### src/rtl/pipe_ctrl_stage_pkg.sv
// Shared definitions for the control pipeline: bundle widths, field indices, PC-select codes.
// No logic; imported by the interface, hazard unit and stage top.
// Bundle layouts: EX {RegDst, ALUOp[1:0], ALUSrc}, MEM {MemRead, MemWrite, Branch}, WB {RegWrite, MemtoReg}.
package pipe_ctrl_pkg;

  localparam int EX_W  = 4;
  localparam int MEM_W = 3;
  localparam int WB_W  = 2;

  localparam int REGDST   = 3;
  localparam int ALUSRC   = 0;
  localparam int MEMREAD  = 2;
  localparam int MEMWRITE = 1;
  localparam int BRANCH   = 0;
  localparam int REGWRITE = 1;
  localparam int MEMTOREG = 0;

  typedef enum logic [1:0] {
    PC_SEQ    = 2'b00,
    PC_BRANCH = 2'b01,
    PC_JUMP   = 2'b10,
    PC_JR     = 2'b11
  } pc_src_e;

  // One decoded control word as it sits in the ID/EX register.
  typedef struct packed {
    logic [EX_W-1:0]  ex;
    logic [MEM_W-1:0] mem;
    logic [WB_W-1:0]  wb;
  } ctrl_t;

endpackage

### src/rtl/pipe_ctrl_stage_if.sv
// Bus between the decoder/datapath and the control pipeline stage.
// No storage; master = decoder/datapath side, slave = pipe_ctrl_stage.
// PC/IF-ID hold and flush travel slave -> master in the same cycle.
interface pipe_ctrl_stage_if #(
  parameter int REG_W = 5
);
  import pipe_ctrl_pkg::*;

  logic              id_valid;
  logic [EX_W-1:0]   id_ex;
  logic [MEM_W-1:0]  id_mem;
  logic [WB_W-1:0]   id_wb;
  logic              id_jump;
  logic              id_jr;
  logic [REG_W-1:0]  id_rs;
  logic [REG_W-1:0]  id_rt;
  logic [REG_W-1:0]  id_rd;
  logic              ex_zero;

  logic [EX_W-1:0]   ex_ctrl;
  logic [MEM_W-1:0]  ex_mem_c;
  logic [WB_W-1:0]   ex_wb_c;
  logic [REG_W-1:0]  ex_rt;
  logic [REG_W-1:0]  ex_dst;
  logic [MEM_W-1:0]  mem_ctrl;
  logic [WB_W-1:0]   mem_wb_c;
  logic [REG_W-1:0]  mem_dst;
  logic [WB_W-1:0]   wb_ctrl;
  logic [REG_W-1:0]  wb_dst;
  logic              pc_write;
  logic              if_id_write;
  logic              if_id_flush;
  logic [1:0]        pc_src;

  modport master (
    output id_valid, id_ex, id_mem, id_wb, id_jump, id_jr, id_rs, id_rt, id_rd, ex_zero,
    input  ex_ctrl, ex_mem_c, ex_wb_c, ex_rt, ex_dst, mem_ctrl, mem_wb_c, mem_dst,
           wb_ctrl, wb_dst, pc_write, if_id_write, if_id_flush, pc_src
  );

  modport slave (
    input  id_valid, id_ex, id_mem, id_wb, id_jump, id_jr, id_rs, id_rt, id_rd, ex_zero,
    output ex_ctrl, ex_mem_c, ex_wb_c, ex_rt, ex_dst, mem_ctrl, mem_wb_c, mem_dst,
           wb_ctrl, wb_dst, pc_write, if_id_write, if_id_flush, pc_src
  );

endinterface

### src/rtl/pipe_ctrl_stage_hazard.sv
// Load-use stall, branch/jump resolution and PC-select for the ID stage.
// Purely combinational: outputs valid in the same cycle as ID inputs and ID/EX state.
// Priority taken branch > load-use stall > jump; stall drops PC and IF/ID write enables.
module hazard_detect
  import pipe_ctrl_pkg::*;
#(
  parameter int REG_W = 5
) (
  input  logic             ex_memread_i,
  input  logic             ex_branch_i,
  input  logic             ex_jump_i,
  input  logic             ex_zero_i,
  input  logic [REG_W-1:0] ex_rt_i,
  input  logic             id_valid_i,
  input  logic             id_jump_i,
  input  logic             id_jr_i,
  input  logic [REG_W-1:0] id_rs_i,
  input  logic [REG_W-1:0] id_rt_i,
  output logic             stall_o,
  output logic             taken_o,
  output logic             jump_o,
  output logic [1:0]       pc_src_o,
  output logic             pc_write_o,
  output logic             if_id_write_o,
  output logic             if_id_flush_o
);

  logic load_use;

  // Resolve hazards; a taken branch squashes the ID instruction, so it also cancels its stall/jump.
  always_comb begin
    load_use      = ex_memread_i && (ex_rt_i != '0) &&
                    ((ex_rt_i == id_rs_i) || (ex_rt_i == id_rt_i));
    taken_o       = ex_branch_i & ex_zero_i & ~ex_jump_i;
    stall_o       = load_use & ~taken_o;
    jump_o        = id_valid_i & id_jump_i & ~taken_o & ~stall_o;
    pc_write_o    = ~stall_o;
    if_id_write_o = ~stall_o;
    if_id_flush_o = taken_o | jump_o;
    pc_src_o      = PC_SEQ;
    if (taken_o) begin
      pc_src_o = PC_BRANCH;
    end else if (jump_o) begin
      pc_src_o = id_jr_i ? PC_JR : PC_JUMP;
    end
  end

endmodule

### src/rtl/pipe_ctrl_stage.sv
// Control pipeline ID/EX -> EX/MEM -> MEM/WB with load-use bubbles and branch/jump redirect.
// Latency: ID bundles reach ex_* after 1 edge, mem_* after 2, wb_* after 3; hazard outputs same-cycle.
// No backpressure beyond the 1-cycle load-use hold of PC/IF-ID; PIPE_STATS_EN adds stall/flush counters.
module pipe_ctrl_stage
  import pipe_ctrl_pkg::*;
#(
  parameter int REG_W = 5
) (
  input  logic             clk,
  input  logic             rst,
  pipe_ctrl_stage_if.slave bus
`ifdef PIPE_STATS_EN
  ,
  output logic [15:0]      stall_cnt,
  output logic [15:0]      flush_cnt
`endif
);

  ctrl_t            idex_q, idex_d;
  logic [REG_W-1:0] idex_rt_q, idex_rt_d;
  logic [REG_W-1:0] idex_rd_q, idex_rd_d;
  logic             ex_jump_q, ex_jump_d;
  logic [MEM_W-1:0] exmem_mem_q;
  logic [WB_W-1:0]  exmem_wb_q;
  logic [REG_W-1:0] exmem_dst_q;
  logic [WB_W-1:0]  memwb_wb_q;
  logic [REG_W-1:0] memwb_dst_q;
  logic [REG_W-1:0] ex_dst;
  logic             stall, taken, jump_act, bubble;

  hazard_detect #(.REG_W(REG_W)) u_hazard (
    .ex_memread_i  (idex_q.mem[MEMREAD]),
    .ex_branch_i   (idex_q.mem[BRANCH]),
    .ex_jump_i     (ex_jump_q),
    .ex_zero_i     (bus.ex_zero),
    .ex_rt_i       (idex_rt_q),
    .id_valid_i    (bus.id_valid),
    .id_jump_i     (bus.id_jump),
    .id_jr_i       (bus.id_jr),
    .id_rs_i       (bus.id_rs),
    .id_rt_i       (bus.id_rt),
    .stall_o       (stall),
    .taken_o       (taken),
    .jump_o        (jump_act),
    .pc_src_o      (bus.pc_src),
    .pc_write_o    (bus.pc_write),
    .if_id_write_o (bus.if_id_write),
    .if_id_flush_o (bus.if_id_flush)
  );

  // ID/EX next state: decoder bundles, or an all-zero bubble when ID must not advance into EX.
  always_comb begin
    bubble    = ~bus.id_valid | stall | taken | jump_act;
    idex_d    = '0;
    idex_rt_d = '0;
    idex_rd_d = '0;
    ex_jump_d = jump_act;
    if (!bubble) begin
      idex_d.ex  = bus.id_ex;
      idex_d.mem = bus.id_mem;
      idex_d.wb  = bus.id_wb;
      idex_rt_d  = bus.id_rt;
      idex_rd_d  = bus.id_rd;
    end
  end

  assign ex_dst = idex_q.ex[REGDST] ? idex_rd_q : idex_rt_q;

  // Stage registers; EX/MEM and MEM/WB always advance, reset squashes every in-flight slot.
  always_ff @(posedge clk) begin
    if (rst) begin
      idex_q      <= '0;
      idex_rt_q   <= '0;
      idex_rd_q   <= '0;
      ex_jump_q   <= 1'b0;
      exmem_mem_q <= '0;
      exmem_wb_q  <= '0;
      exmem_dst_q <= '0;
      memwb_wb_q  <= '0;
      memwb_dst_q <= '0;
    end else begin
      idex_q      <= idex_d;
      idex_rt_q   <= idex_rt_d;
      idex_rd_q   <= idex_rd_d;
      ex_jump_q   <= ex_jump_d;
      exmem_mem_q <= idex_q.mem;
      exmem_wb_q  <= idex_q.wb;
      exmem_dst_q <= ex_dst;
      memwb_wb_q  <= exmem_wb_q;
      memwb_dst_q <= exmem_dst_q;
    end
  end

  assign bus.ex_ctrl  = idex_q.ex;
  assign bus.ex_mem_c = idex_q.mem;
  assign bus.ex_wb_c  = idex_q.wb;
  assign bus.ex_rt    = idex_rt_q;
  assign bus.ex_dst   = ex_dst;
  assign bus.mem_ctrl = exmem_mem_q;
  assign bus.mem_wb_c = exmem_wb_q;
  assign bus.mem_dst  = exmem_dst_q;
  assign bus.wb_ctrl  = memwb_wb_q;
  assign bus.wb_dst   = memwb_dst_q;

`ifdef PIPE_STATS_EN
  logic [15:0] stall_cnt_q;
  logic [15:0] flush_cnt_q;

  // Saturating event counters for stall and IF/ID flush cycles.
  always_ff @(posedge clk) begin
    if (rst) begin
      stall_cnt_q <= '0;
      flush_cnt_q <= '0;
    end else begin
      if (stall && stall_cnt_q != 16'hFFFF) stall_cnt_q <= stall_cnt_q + 16'd1;
      if (bus.if_id_flush && flush_cnt_q != 16'hFFFF) flush_cnt_q <= flush_cnt_q + 16'd1;
    end
  end

  assign stall_cnt = stall_cnt_q;
  assign flush_cnt = flush_cnt_q;
`endif

endmodule
### src/flat_wrapper.sv
// flat-port wrapper written by rule: the top's interface ports become plain ports
module pipe_ctrl_stage_flat import pipe_ctrl_pkg::*;
#(
  parameter int REG_W = 5
)
  (clk, rst, bus_id_valid, bus_id_ex, bus_id_mem, bus_id_wb, bus_id_jump, bus_id_jr, bus_id_rs, bus_id_rt, bus_id_rd, bus_ex_zero, bus_ex_ctrl, bus_ex_mem_c, bus_ex_wb_c, bus_ex_rt, bus_ex_dst, bus_mem_ctrl, bus_mem_wb_c, bus_mem_dst, bus_wb_ctrl, bus_wb_dst, bus_pc_write, bus_if_id_write, bus_if_id_flush, bus_pc_src);
  pipe_ctrl_stage_if #(.REG_W(REG_W)) bus_i ();
  input  logic clk;
  input  logic rst;
  input wire logic [$bits(bus_i.id_valid)-1:0] bus_id_valid;
  input wire logic [$bits(bus_i.id_ex)-1:0] bus_id_ex;
  input wire logic [$bits(bus_i.id_mem)-1:0] bus_id_mem;
  input wire logic [$bits(bus_i.id_wb)-1:0] bus_id_wb;
  input wire logic [$bits(bus_i.id_jump)-1:0] bus_id_jump;
  input wire logic [$bits(bus_i.id_jr)-1:0] bus_id_jr;
  input wire logic [$bits(bus_i.id_rs)-1:0] bus_id_rs;
  input wire logic [$bits(bus_i.id_rt)-1:0] bus_id_rt;
  input wire logic [$bits(bus_i.id_rd)-1:0] bus_id_rd;
  input wire logic [$bits(bus_i.ex_zero)-1:0] bus_ex_zero;
  output wire logic [$bits(bus_i.ex_ctrl)-1:0] bus_ex_ctrl;
  output wire logic [$bits(bus_i.ex_mem_c)-1:0] bus_ex_mem_c;
  output wire logic [$bits(bus_i.ex_wb_c)-1:0] bus_ex_wb_c;
  output wire logic [$bits(bus_i.ex_rt)-1:0] bus_ex_rt;
  output wire logic [$bits(bus_i.ex_dst)-1:0] bus_ex_dst;
  output wire logic [$bits(bus_i.mem_ctrl)-1:0] bus_mem_ctrl;
  output wire logic [$bits(bus_i.mem_wb_c)-1:0] bus_mem_wb_c;
  output wire logic [$bits(bus_i.mem_dst)-1:0] bus_mem_dst;
  output wire logic [$bits(bus_i.wb_ctrl)-1:0] bus_wb_ctrl;
  output wire logic [$bits(bus_i.wb_dst)-1:0] bus_wb_dst;
  output wire logic [$bits(bus_i.pc_write)-1:0] bus_pc_write;
  output wire logic [$bits(bus_i.if_id_write)-1:0] bus_if_id_write;
  output wire logic [$bits(bus_i.if_id_flush)-1:0] bus_if_id_flush;
  output wire logic [$bits(bus_i.pc_src)-1:0] bus_pc_src;
  assign bus_i.id_valid = bus_id_valid;
  assign bus_i.id_ex = bus_id_ex;
  assign bus_i.id_mem = bus_id_mem;
  assign bus_i.id_wb = bus_id_wb;
  assign bus_i.id_jump = bus_id_jump;
  assign bus_i.id_jr = bus_id_jr;
  assign bus_i.id_rs = bus_id_rs;
  assign bus_i.id_rt = bus_id_rt;
  assign bus_i.id_rd = bus_id_rd;
  assign bus_i.ex_zero = bus_ex_zero;
  assign bus_ex_ctrl = bus_i.ex_ctrl;
  assign bus_ex_mem_c = bus_i.ex_mem_c;
  assign bus_ex_wb_c = bus_i.ex_wb_c;
  assign bus_ex_rt = bus_i.ex_rt;
  assign bus_ex_dst = bus_i.ex_dst;
  assign bus_mem_ctrl = bus_i.mem_ctrl;
  assign bus_mem_wb_c = bus_i.mem_wb_c;
  assign bus_mem_dst = bus_i.mem_dst;
  assign bus_wb_ctrl = bus_i.wb_ctrl;
  assign bus_wb_dst = bus_i.wb_dst;
  assign bus_pc_write = bus_i.pc_write;
  assign bus_if_id_write = bus_i.if_id_write;
  assign bus_if_id_flush = bus_i.if_id_flush;
  assign bus_pc_src = bus_i.pc_src;
  pipe_ctrl_stage #(.REG_W(REG_W)) u_core (.clk(clk), .rst(rst), .bus(bus_i));
endmodule
### config.mk
export PLATFORM = sky130hd
export DESIGN_NAME = pipe_ctrl_stage_flat
export DESIGN_NICKNAME = d
export VERILOG_FILES = /design/src/rtl/pipe_ctrl_stage_pkg.sv /design/src/rtl/pipe_ctrl_stage_if.sv /design/src/rtl/pipe_ctrl_stage_hazard.sv /design/src/rtl/pipe_ctrl_stage.sv /design/src/flat_wrapper.sv
export SDC_FILE = /design/constraint.sdc
export NUM_CORES = 1
export LEC_CHECK = 0
export CAP_MARGIN = 15
export CORE_MARGIN = 2
export CORE_UTILIZATION = 40
export DETAILED_ROUTE_END_ITERATION = 12
export GPL_TIMING_DRIVEN = 1
export PLACE_DENSITY = 0.83
export REMOVE_ABC_BUFFERS = 1
export SYNTH_ARGS = -nofsm -noshare
export SYNTH_HDL_FRONTEND = slang
export SYNTH_SLANG_ARGS = --single-unit
### constraint.sdc
create_clock -name clk -period 1.64 [get_ports clk]
set_input_delay 0.164 -clock clk [delete_from_list [all_inputs] [get_ports clk]]
set_output_delay 0.164 -clock clk [all_outputs]
set_load 0.01 [all_outputs]
# Word-level counts from Yosys, hierarchy flattened
# Index checks and enable logic that the tools add are counted.
# Widths: inputs -> output; s select.
[totals] regBits=37 in_bits=30 out_inout_bits=41 wordCells=36
[classes] n_eq_ne=2 n_mux=4 bitwise_logic=14 reduce_logical=5
[op_table] operator="$eq 5x5->1" n=2
[op_table] operator="$and 1x1->1" n=6
[op_table] operator="$mux 5" n=1
[op_table] operator="$reduce_bool 5->1" n=1
[op_table] operator="$mux 2" n=2
[op_table] operator="$not 1->1" n=4
[op_table] operator="$or 1x1->1" n=4
[op_table] operator="$logic_and 1x1->1" n=2
[op_table] operator="$reduce_or 2->1" n=1
[op_table] operator="$logic_or 1x1->1" n=1
[op_table] operator="$mux 1" n=1

# Depth between registers and ports, before layout
# Gate-level depths: netlist (run 1).
[depth] word_depth=8 ltp_mapped=6 mapped_depth_nobuf=4

# Cells and area by module
# Synthesis (run 1) repeated with hierarchy kept, for this count alone.
[unflattened] cells_unflattened=116 hier_area_um2=1377.6
[modules_own_cells] mod="pipe_ctrl_stage" n_inst=1 cells_per_inst=86 area_each_um2=1158.6 seq_area_each_um2=740.7
[modules_own_cells] mod="hazard_detect" n_inst=1 cells_per_inst=30 area_each_um2=219.0 seq_area_each_um2=0.0

# Worst setup path before layout (run 1)
# Ideal clock, no wire load.
[synth_path] path_type="reg2out" startpoint="reg u_core.idex_rt_q[0] (netlist: u_core.bus.ex_rt[0])" endpoint="out bus_pc_write" t_arrival_ps=1493 t_required_ps=1476 path_slack_ps=-17 stages_incl_launch_ff=6 path_buffers=2 path_cell_list="dfxtp_1 > or3_1 > o311a_4 > buf_6 > nand2_1 > buf_4"
[synth_via] elab_chain_cells=5 word_cells_on_any_way=8 classes_between="eq/ne: 2; bitwise: 2; reduce/logical: 4"
[synth_lines] item="from (decl)" line_no="pipe_ctrl_stage.sv:20" source="logic [REG_W-1:0] idex_rt_q, idex_rt_d;"
[synth_lines] item="from (signal assigned)" line_no="pipe_ctrl_stage.sv:83" source="idex_rt_q <= idex_rt_d;"
[synth_lines] item="$eq 5x5->1 / $reduce_bool 5->1 (equally long branches)" line_no="pipe_ctrl_stage_hazard.sv:33, pipe_ctrl_stage_hazard.sv:32"
[synth_lines] item="$logic_or 1x1->1 / $logic_and 1x1->1 (equally long branches)" line_no="pipe_ctrl_stage_hazard.sv:33, pipe_ctrl_stage_hazard.sv:32"
[synth_lines] item="$logic_and 1x1->1 (*)" line_no="pipe_ctrl_stage_hazard.sv:32" source="load_use = ex_memread_i && (ex_rt_i != '0) &&"
[synth_lines] item="$and 1x1->1 (*)" line_no="pipe_ctrl_stage_hazard.sv:35" source="stall_o = load_use & ~taken_o;"
[synth_lines] item="$not 1->1 (*)"
[synth_lines] item="to (decl)" line_no="flat_wrapper.sv:30" source="output wire logic [$bits(bus_i.pc_write)-1:0] bus_pc_write;"
# Mark *: on every way between the ends. The rest lies on a longest branch, timed or not.

# Final worst setup path (run 1)
[layout_path] startpoint="reg u_core.idex_rt_q[0] (netlist: u_core.bus.ex_rt[0])" endpoint="out bus_pc_src[1]"
[layout_via] elab_chain_cells=8 word_cells_on_any_way=11 classes_between="eq/ne: 2; mux: 2; bitwise: 3; reduce/logical: 4"
[layout_lines] item="$eq 5x5->1 / $reduce_bool 5->1 (equally long branches)" line_no="pipe_ctrl_stage_hazard.sv:33, pipe_ctrl_stage_hazard.sv:32"
[layout_lines] item="$logic_or 1x1->1 / $logic_and 1x1->1 (equally long branches)" line_no="pipe_ctrl_stage_hazard.sv:33, pipe_ctrl_stage_hazard.sv:32"
[layout_lines] item="$logic_and 1x1->1 (*)" line_no="pipe_ctrl_stage_hazard.sv:32"
[layout_lines] item="$and 1x1->1 (*)" line_no="pipe_ctrl_stage_hazard.sv:35"
[layout_lines] item="$not 1->1 (*)" line_no="pipe_ctrl_stage_hazard.sv:36" source="jump_o = id_valid_i & id_jump_i & ~taken_o & ~stall_o;"
[layout_lines] item="$and 1x1->1 (*)" line_no="pipe_ctrl_stage_hazard.sv:36"
[layout_lines] item="$mux 2 (*)" line_no="pipe_ctrl_stage_hazard.sv:43" source="end else if (jump_o) begin"
[layout_lines] item="$mux 2 (*)" line_no="pipe_ctrl_stage_hazard.sv:41" source="if (taken_o) begin"
[layout_lines] item="to (decl)" line_no="flat_wrapper.sv:33" source="output wire logic [$bits(bus_i.pc_src)-1:0] bus_pc_src;"
# Marked as above.

==> results of run 1 <==
## layout make-up
| class | count | share of cell area (%) |
|---|---|---|
| Clock buffer | 6 | 3.413 |
| Clock inverter | 2 | 1.551 |
| Multi-Input combinational cell | 88 | 27.61 |
| Sequential cell | 37 | 30.82 |
| Tap cell | 48 | 2.482 |
| Timing Repair Buffer | 87 | 34.13 |
## stage by stage
step / hold slack [ps] / instances
after floorplan: 228.3 / 125
after global placement: 442.5 / 260
after detailed placement: 452.0 / 260
after CTS: 428.6 / 268
after global routing: 451.7 / 268
final: 435.8 / 268
## path summary, 6_finish.rpt
path	to	cells after the start	slack [ps]
setup / recovery	bus_pc_src[1]	4	-190
hold / removal	u_core.bus.ex_ctrl[2]	3	440
hold reg to reg	u_core.bus.mem_wb_c[1]	1	460
setup reg to reg	u_core.ex_jump_q	5	-60
## cell families after synthesis
family | Yosys count | share of synthesized area [%]
buf+inv | 14 | 5.523
xor+xnor | 10 | 5.947
compound gates | 26 | 12.41
flops | 37 | 50.30
mux | 5 | 3.823
simple gates | 47 | 22.01
## tightest hold or removal path: cells and delay by family
family | cells | cell delay, ps
buf+inv | 1 | 400
compound gates | 1 | 40
simple gates | 1 | 80
## timing repair
item | in CTS | in global routing
resized for setup | 33 | 2
cloned | 0 | 0
pin swaps | 0 | 1
endpoints found under the setup margin | 11 | 25
## metal layers
metal / part of all wire [%] / global-route usage [%] / up-vias
met5: 0 / 0 / -
met4: 1.7 / 7.713 / 0
met3: 7.0 / 6.250 / 7
met2: 50 / 31.90 / 50
met1: 41 / 19.89 / 613
li1: - / - / 651
## sequential cells by signal, summed over array words and instances (netlist names)
| register | cells |
|---|---|
| u_core.bus.ex_mem_c | 3 |
| u_core.bus.mem_dst | 5 |
| u_core.bus.ex_wb_c | 2 |
| u_core.bus.mem_wb_c | 2 |
| u_core.bus.mem_ctrl | 3 |
| u_core.bus.wb_ctrl | 2 |
| u_core.bus.ex_rt | 5 |
| u_core.ex_jump_q | 1 |
| u_core.idex_rd_q | 5 |
| u_core.bus.wb_dst | 5 |
| u_core.bus.ex_ctrl | 4 |
## power by group through the flow
| stage | Combinational (mW) | Sequential (mW) | Clock, mW |
|---|---|---|---|
| 6_report | 0.259 | 0.927 | 0.804 |
| 2_1_floorplan | 0.0779 | 0.956 | 0 |
| 4_1_cts | 0.256 | 0.927 | 0.822 |
| 5_1_grt | 0.277 | 0.928 | 0.861 |
| 3_3_place_gp | 0.253 | 0.948 | 0 |
| 3_5_place_dp | 0.257 | 0.948 | 0 |
## synth_stat cells, types with 2 or more instances
master / instances / area share, %
nor2b_1: 18 / 7.6
dfxtp_1: 37 / 50
nand3_1: 2 / 0.68
mux2_2: 5 / 3.8
nand2_1: 5 / 1.3
xnor2_1: 10 / 5.9
clkbuf_1: 7 / 1.8
nand4b_1: 19 / 11
buf_2: 2 / 0.68
a21oi_1: 20 / 6.8
buf_6: 2 / 1.5
buf_4: 3 / 1.5
==> metrics.txt, run 1 <==
status finished, violations left; failing checks setup timing; Clock transition at path regs 70 ps; Mapped Avg Cell Area between 10 and 15 µm²; CP Data Required Time ~1500 ps; fin worst setup slack -194.5 ps; final period utilization 111.9%; Pint about 1.6 mW; CP Capture Type output port; layout cells sized above 1 19.55%; Post-synth EDFFs 0; worst-margin pin slew 264.7 ps; standard-cell rows 22; CP arrival around 1700 ps; via count about 1300; Die ar. about 0.0042 mm²; Critical Path Start Type register; register share of total power 46.6%; Final setup viols 6; CP top delay family compound AO/OA/AOI/OAI gates; Unique masters post-synth 21; Pwr per Cell Area 822.2 mW/mm²; VDD IR max 0.4616 mV; Cells after Synth between 100 and 150; vias per cell about 5; min Tclk post-route 1835 ps; Psw approximately 0.42 mW; Worst Hold Launch bus_id_ex[2]; CTS tree yes; io pins 71; DR DRC count 0; # H-tree levels 2; Combinational Power Share 13.0%; Post-DP Area roughly 0.0023 mm²; Initial Utilization 40.84%; CTS buffer count 5; post-layout net count around 250; critical path class register to output port; Reg-to-Reg Start u_core.bus.ex_rt[0]; PortBufs 70; Slew headroom 82.35%; Die Y roughly 65 µm; WL per Instance 13.34 µm; commonest non-fill, non-tap cell in the layout clkdlybuf4s50_1; Cell Chain, Critical Path or3_4 > o311a_4 > a211oi_2 > buf_2; global-route wire length before repair between 5 and 6 mm; core footprint approximately 0.0036 mm²; flops & latches, synth 37; hold crit path type primary input to register; Die Span X approximately 65 µm; TNS Setup -915.4 ps; Clock Path Buffers 2; number of global-route vias before repair 1273; placer congestion estimate 0.7799; commonest non-fill, non-tap cells in the layout clkdlybuf4s50_1 (60), dfxtp_1 (35), a21oi_1 (20), nand4b_1 (19), nor2b_1 (18); Final Skew 2.686 ps; Achievable Freq between 500 and 600 MHz; Antenna diodes 0; HPWL Detailed approximately 2.5 mm; area grow syn2layout 64.32%; mapped cell area 0.001473 mm²; final core utilization 67.11%; Register Area 745.7 µm²; post-route ant nets 0; clock share of power 40.4%; largest net degree at the start of global routing 38; initial antenna violation count 0; RSZ-0062 raised after global routing true; fill count 285; Buf/Inv on CP 1; CTS Hold Buffers Added 0; Max Transition Viols Final 0; Seq/Total Area, Yosys 50.30%; setup bufs post-CTS 0; Worst path max stage delay around 380 ps; Max FO, Critical Path 4; final non-filler cell area 0.002420 mm²; Synth Warn # 0; Worst-Skew Late Latency 290 ps; DRT Pass-1 Iters 4; Post-synth ARST share 0%; predominant post-synthesis flop cell dfxtp_1; grt total ovfl 0; Tot GR Track Use 18.18%; Total Routed Length between 3 and 4 mm; Clock Sink Count 37; root buf cell clkbuf_8; Setup crit start u_core.bus.ex_rt[0]; Pleak 0.9238 nW; DRT iter0 DRCs 57; max-cap check violation count 0; Hold Violations, Final 0; area of the multi-input gates 668.1 µm²; slowest stage cell on the critical path or3_4; Sw Share 21.16%; Pwr Total 1.990 mW; Placement Setup Slack -453.4 ps
(Power assumes the default switching activity.)
==> inputs of run 2 (changes only) <==
- HOLD_SLACK_MARGIN: default -> 0.15
==> results of run 2 <==
Same layout as run 1: the final DEF is identical, and so are final timing and power.
==> inputs of run 3 (changes only) <==
- CORE_UTILIZATION: 40 -> 39
- SYNTH_HIERARCHICAL: default -> 1
==> run 3 against run 2 <==
Clock power down 40%; sequential power up 1%; maximum frequency down 16%; worst hold slack worse by 71 ps; sequential share of layout area up 1.1 points; synthesized cell count down 17%; final area down 3.4%; critical path depth up 3; area after synthesis down 6.5%; highest routed layer unchanged; critical endpoint is now u_core/bus.ex_wb_c[1]; the run still ends with setup timing left; routed wire length down 4.6%; utilization up 2.4 points; setup slack worse by 340 ps.
==> metrics.txt, run 3 <==
TNS Setup -11410 ps; vias per cell 4.618; synth top area cells dfxtp_1 (54%), nor3b_2 (10%), nor2b_1 (8.2%), xnor2_1 (6.4%), nor3b_1 (4.9%); r2r worst-path depth 7; Post-synth EDFFs 0; CTS Hold Buffers Added 0; CP Capture Type register; io pins 71; Mapped Avg Cell Area around 12 µm²; VDD IR max 0.4441 mV; Reg-to-Reg Start u_core/bus.ex_rt[1]; Antenna diodes 0; cell with the most instances after synthesis dfxtp_1; Placement Setup Slack -722.1 ps; CTS tree yes; RSZ-0062 raised after global routing true; root buf cell clkbuf_4; max-cap check violation count 0; Setup crit start u_core/bus.ex_rt[1]; via count 1150; Cells after Synth 116; Max Transition Viols Final 0; Tot GR Track Use 17.29%; flops & latches, synth 37; PortBufs 70; Die Span X 63.43 µm; Critical Path Start Type register; Total Routed Length 3.410 mm; final period utilization 132.9%; Achievable Freq 458.9 MHz; Post-DP Area 0.002207 mm²; placer congestion estimate 0.6999; Post-synth ARST share 0%; failing checks setup timing; initial antenna violation count 0; Final setup viols 24; status finished, violations left; DRT iter0 DRCs 31; Clock Sink Count 37; Slew headroom 77.04%; grt total ovfl 0; Hold Violations, Final 0; final non-filler cell area 0.002338 mm²; Pwr per Cell Area 741.5 mW/mm²; hold depth 2; Clock transition at path regs 110 ps; Hold EP u_core/bus.ex_ctrl[3]; Unique masters post-synth 22; fin worst setup slack -539.0 ps; fill count 270; critical path class register to register; Initial Utilization 40.96%; predominant post-synthesis flop cell dfxtp_1; worst-margin pin slew 342.3 ps; standard-cell rows 21; CTS buffer count 5; final core utilization between 60% and 70%; mapped cell area 0.001378 mm²; post-route ant nets 0; CP arrival around 2500 ps; Max FO, Critical Path 19; hold crit path type primary input to register; CP Data Required Time 1920 ps; Seq/Total Area, Yosys 53.77%; Worst Hold Launch bus_id_ex[3]; number of global-route vias before repair ~1200; global-route wire length before repair 5.202 mm; worst hold slack 365.0 ps; Die ar. 0.004023 mm²; Worst-Skew Late Latency approximately 350 ps; largest area contributor in the netlist dfxtp_1; Die Y 63.43 µm; Reg2Reg Setup Slack -540 ps; DRT Pass-1 Iters 4; Post-synth top cells dfxtp_1 (37), nor2b_1 (18), nor3b_2 (11), xnor2_1 (10), nor3b_1 (9); Clock Path Buffers 2; WL per Instance 13.69 µm; HPWL Detailed 2.524 mm; Synth Warn # 6; DR DRC count 0; min Tclk post-route 2179 ps; core footprint about 0.0034 mm²; post-layout net count 232; layout cells sized above 1 30.05%; commonest non-fill, non-tap cells in the layout clkdlybuf4s50_1 (60), dfxtp_1 (34), nor2b_1 (18), buf_4 (14), nor3b_2 (14); commonest non-fill, non-tap cell in the layout clkdlybuf4s50_1; # H-tree levels 2; area grow syn2layout 69.75%; post-synth top area share 53.77%; Pleak 0.9069 nW; Final Skew 8.428 ps; largest net degree at the start of global routing 38; FF-to-FF End u_core/bus.ex_wb_c[1]
[run 3: cell types whose count changed after synthesis, moves of 5 or more]
cell and change:
clkbuf_1 -5, nand4b_1 -19, nor3b_2 +11, a21oi_1 -17, nor3b_1 +9
[run 3: per-layer routing]
metal	wire (µm)	part of all wire, %	GRT usage, %
met3	157	4.6	3.750
met1	1176	34	15.31
met4	129	3.8	13.32
met2	1947	57	33.16
met5	0	0	0
[run 3: logic make-up (layout without fill, tap and decap cells)]
kind of cell    after synthesis  count (layout)  synth area share (%)
flops                        37              37                 53.77
simple gates                 50              50                 28.79
xor+xnor                     10              10                 6.358
buf+inv                       7              94                 3.906
mux                           5               5                 4.087
compound gates                7               7                 3.088
[run 3: how the worst max path moves through the flow]
stage                                  end  slack (ps)  cells after the start
detailed placement  u_core/bus.ex_mem_c[1]        -720                      8
CTS                    u_core/idex_rd_q[2]        -540                      7
global placement    u_core/bus.ex_mem_c[1]        -550                      8
global route           u_core/idex_rd_q[2]        -610                      7
floorplan            u_core/bus.ex_ctrl[0]        -740                      6
finish               u_core/bus.ex_wb_c[1]        -540                      7
[run 3: area by class of cell]
cell class              instances  area [µm²]  share of cell area, %
clock buffers                   5       37.54                  1.605
clock inverters                 3       21.27                 0.9096
multi-input cells              72       648.1                  27.72
flip-flops and latches         37       747.0                  31.94
well taps                      46       57.56                  2.461
repair buffers                 86       827.0                  35.37
[run 3: through the flow]
step / total power, mW / instances
final: 1.734 / 249
after global routing: 1.811 / 249
after CTS: 1.746 / 248
after detailed placement: 1.257 / 240
after global placement: 1.247 / 240
after floorplan: 1.061 / 109
[run 3: critical path, stage by stage (launching register included)]
cell and delay [ps]:
dfxtp_2 340, or4_4 540, nor2_4 90, nor3b_2 60, and2_1 160, or4b_4 550, buf_12 180, nor3b_1 200
[run 3: timing repair]
item | CTS | global route
endpoints found under the setup margin | 29 | 26
gates resized for setup | 43 | 6
cloned | 0 | 0
buffers inserted | 0 | 1
pin swaps | 1 | 1
[run 3: report_power, final]
group | internal [mW] | leakage (nW) | total, mW | switching, mW
Sequential | 0.926 | 0.303 | 0.940 | 0.0140
Clock | 0.169 | 0.0316 | 0.481 | 0.312
Combinational | 0.192 | 0.572 | 0.313 | 0.122
Total | 1.29 | 0.907 | 1.73 | 0.447
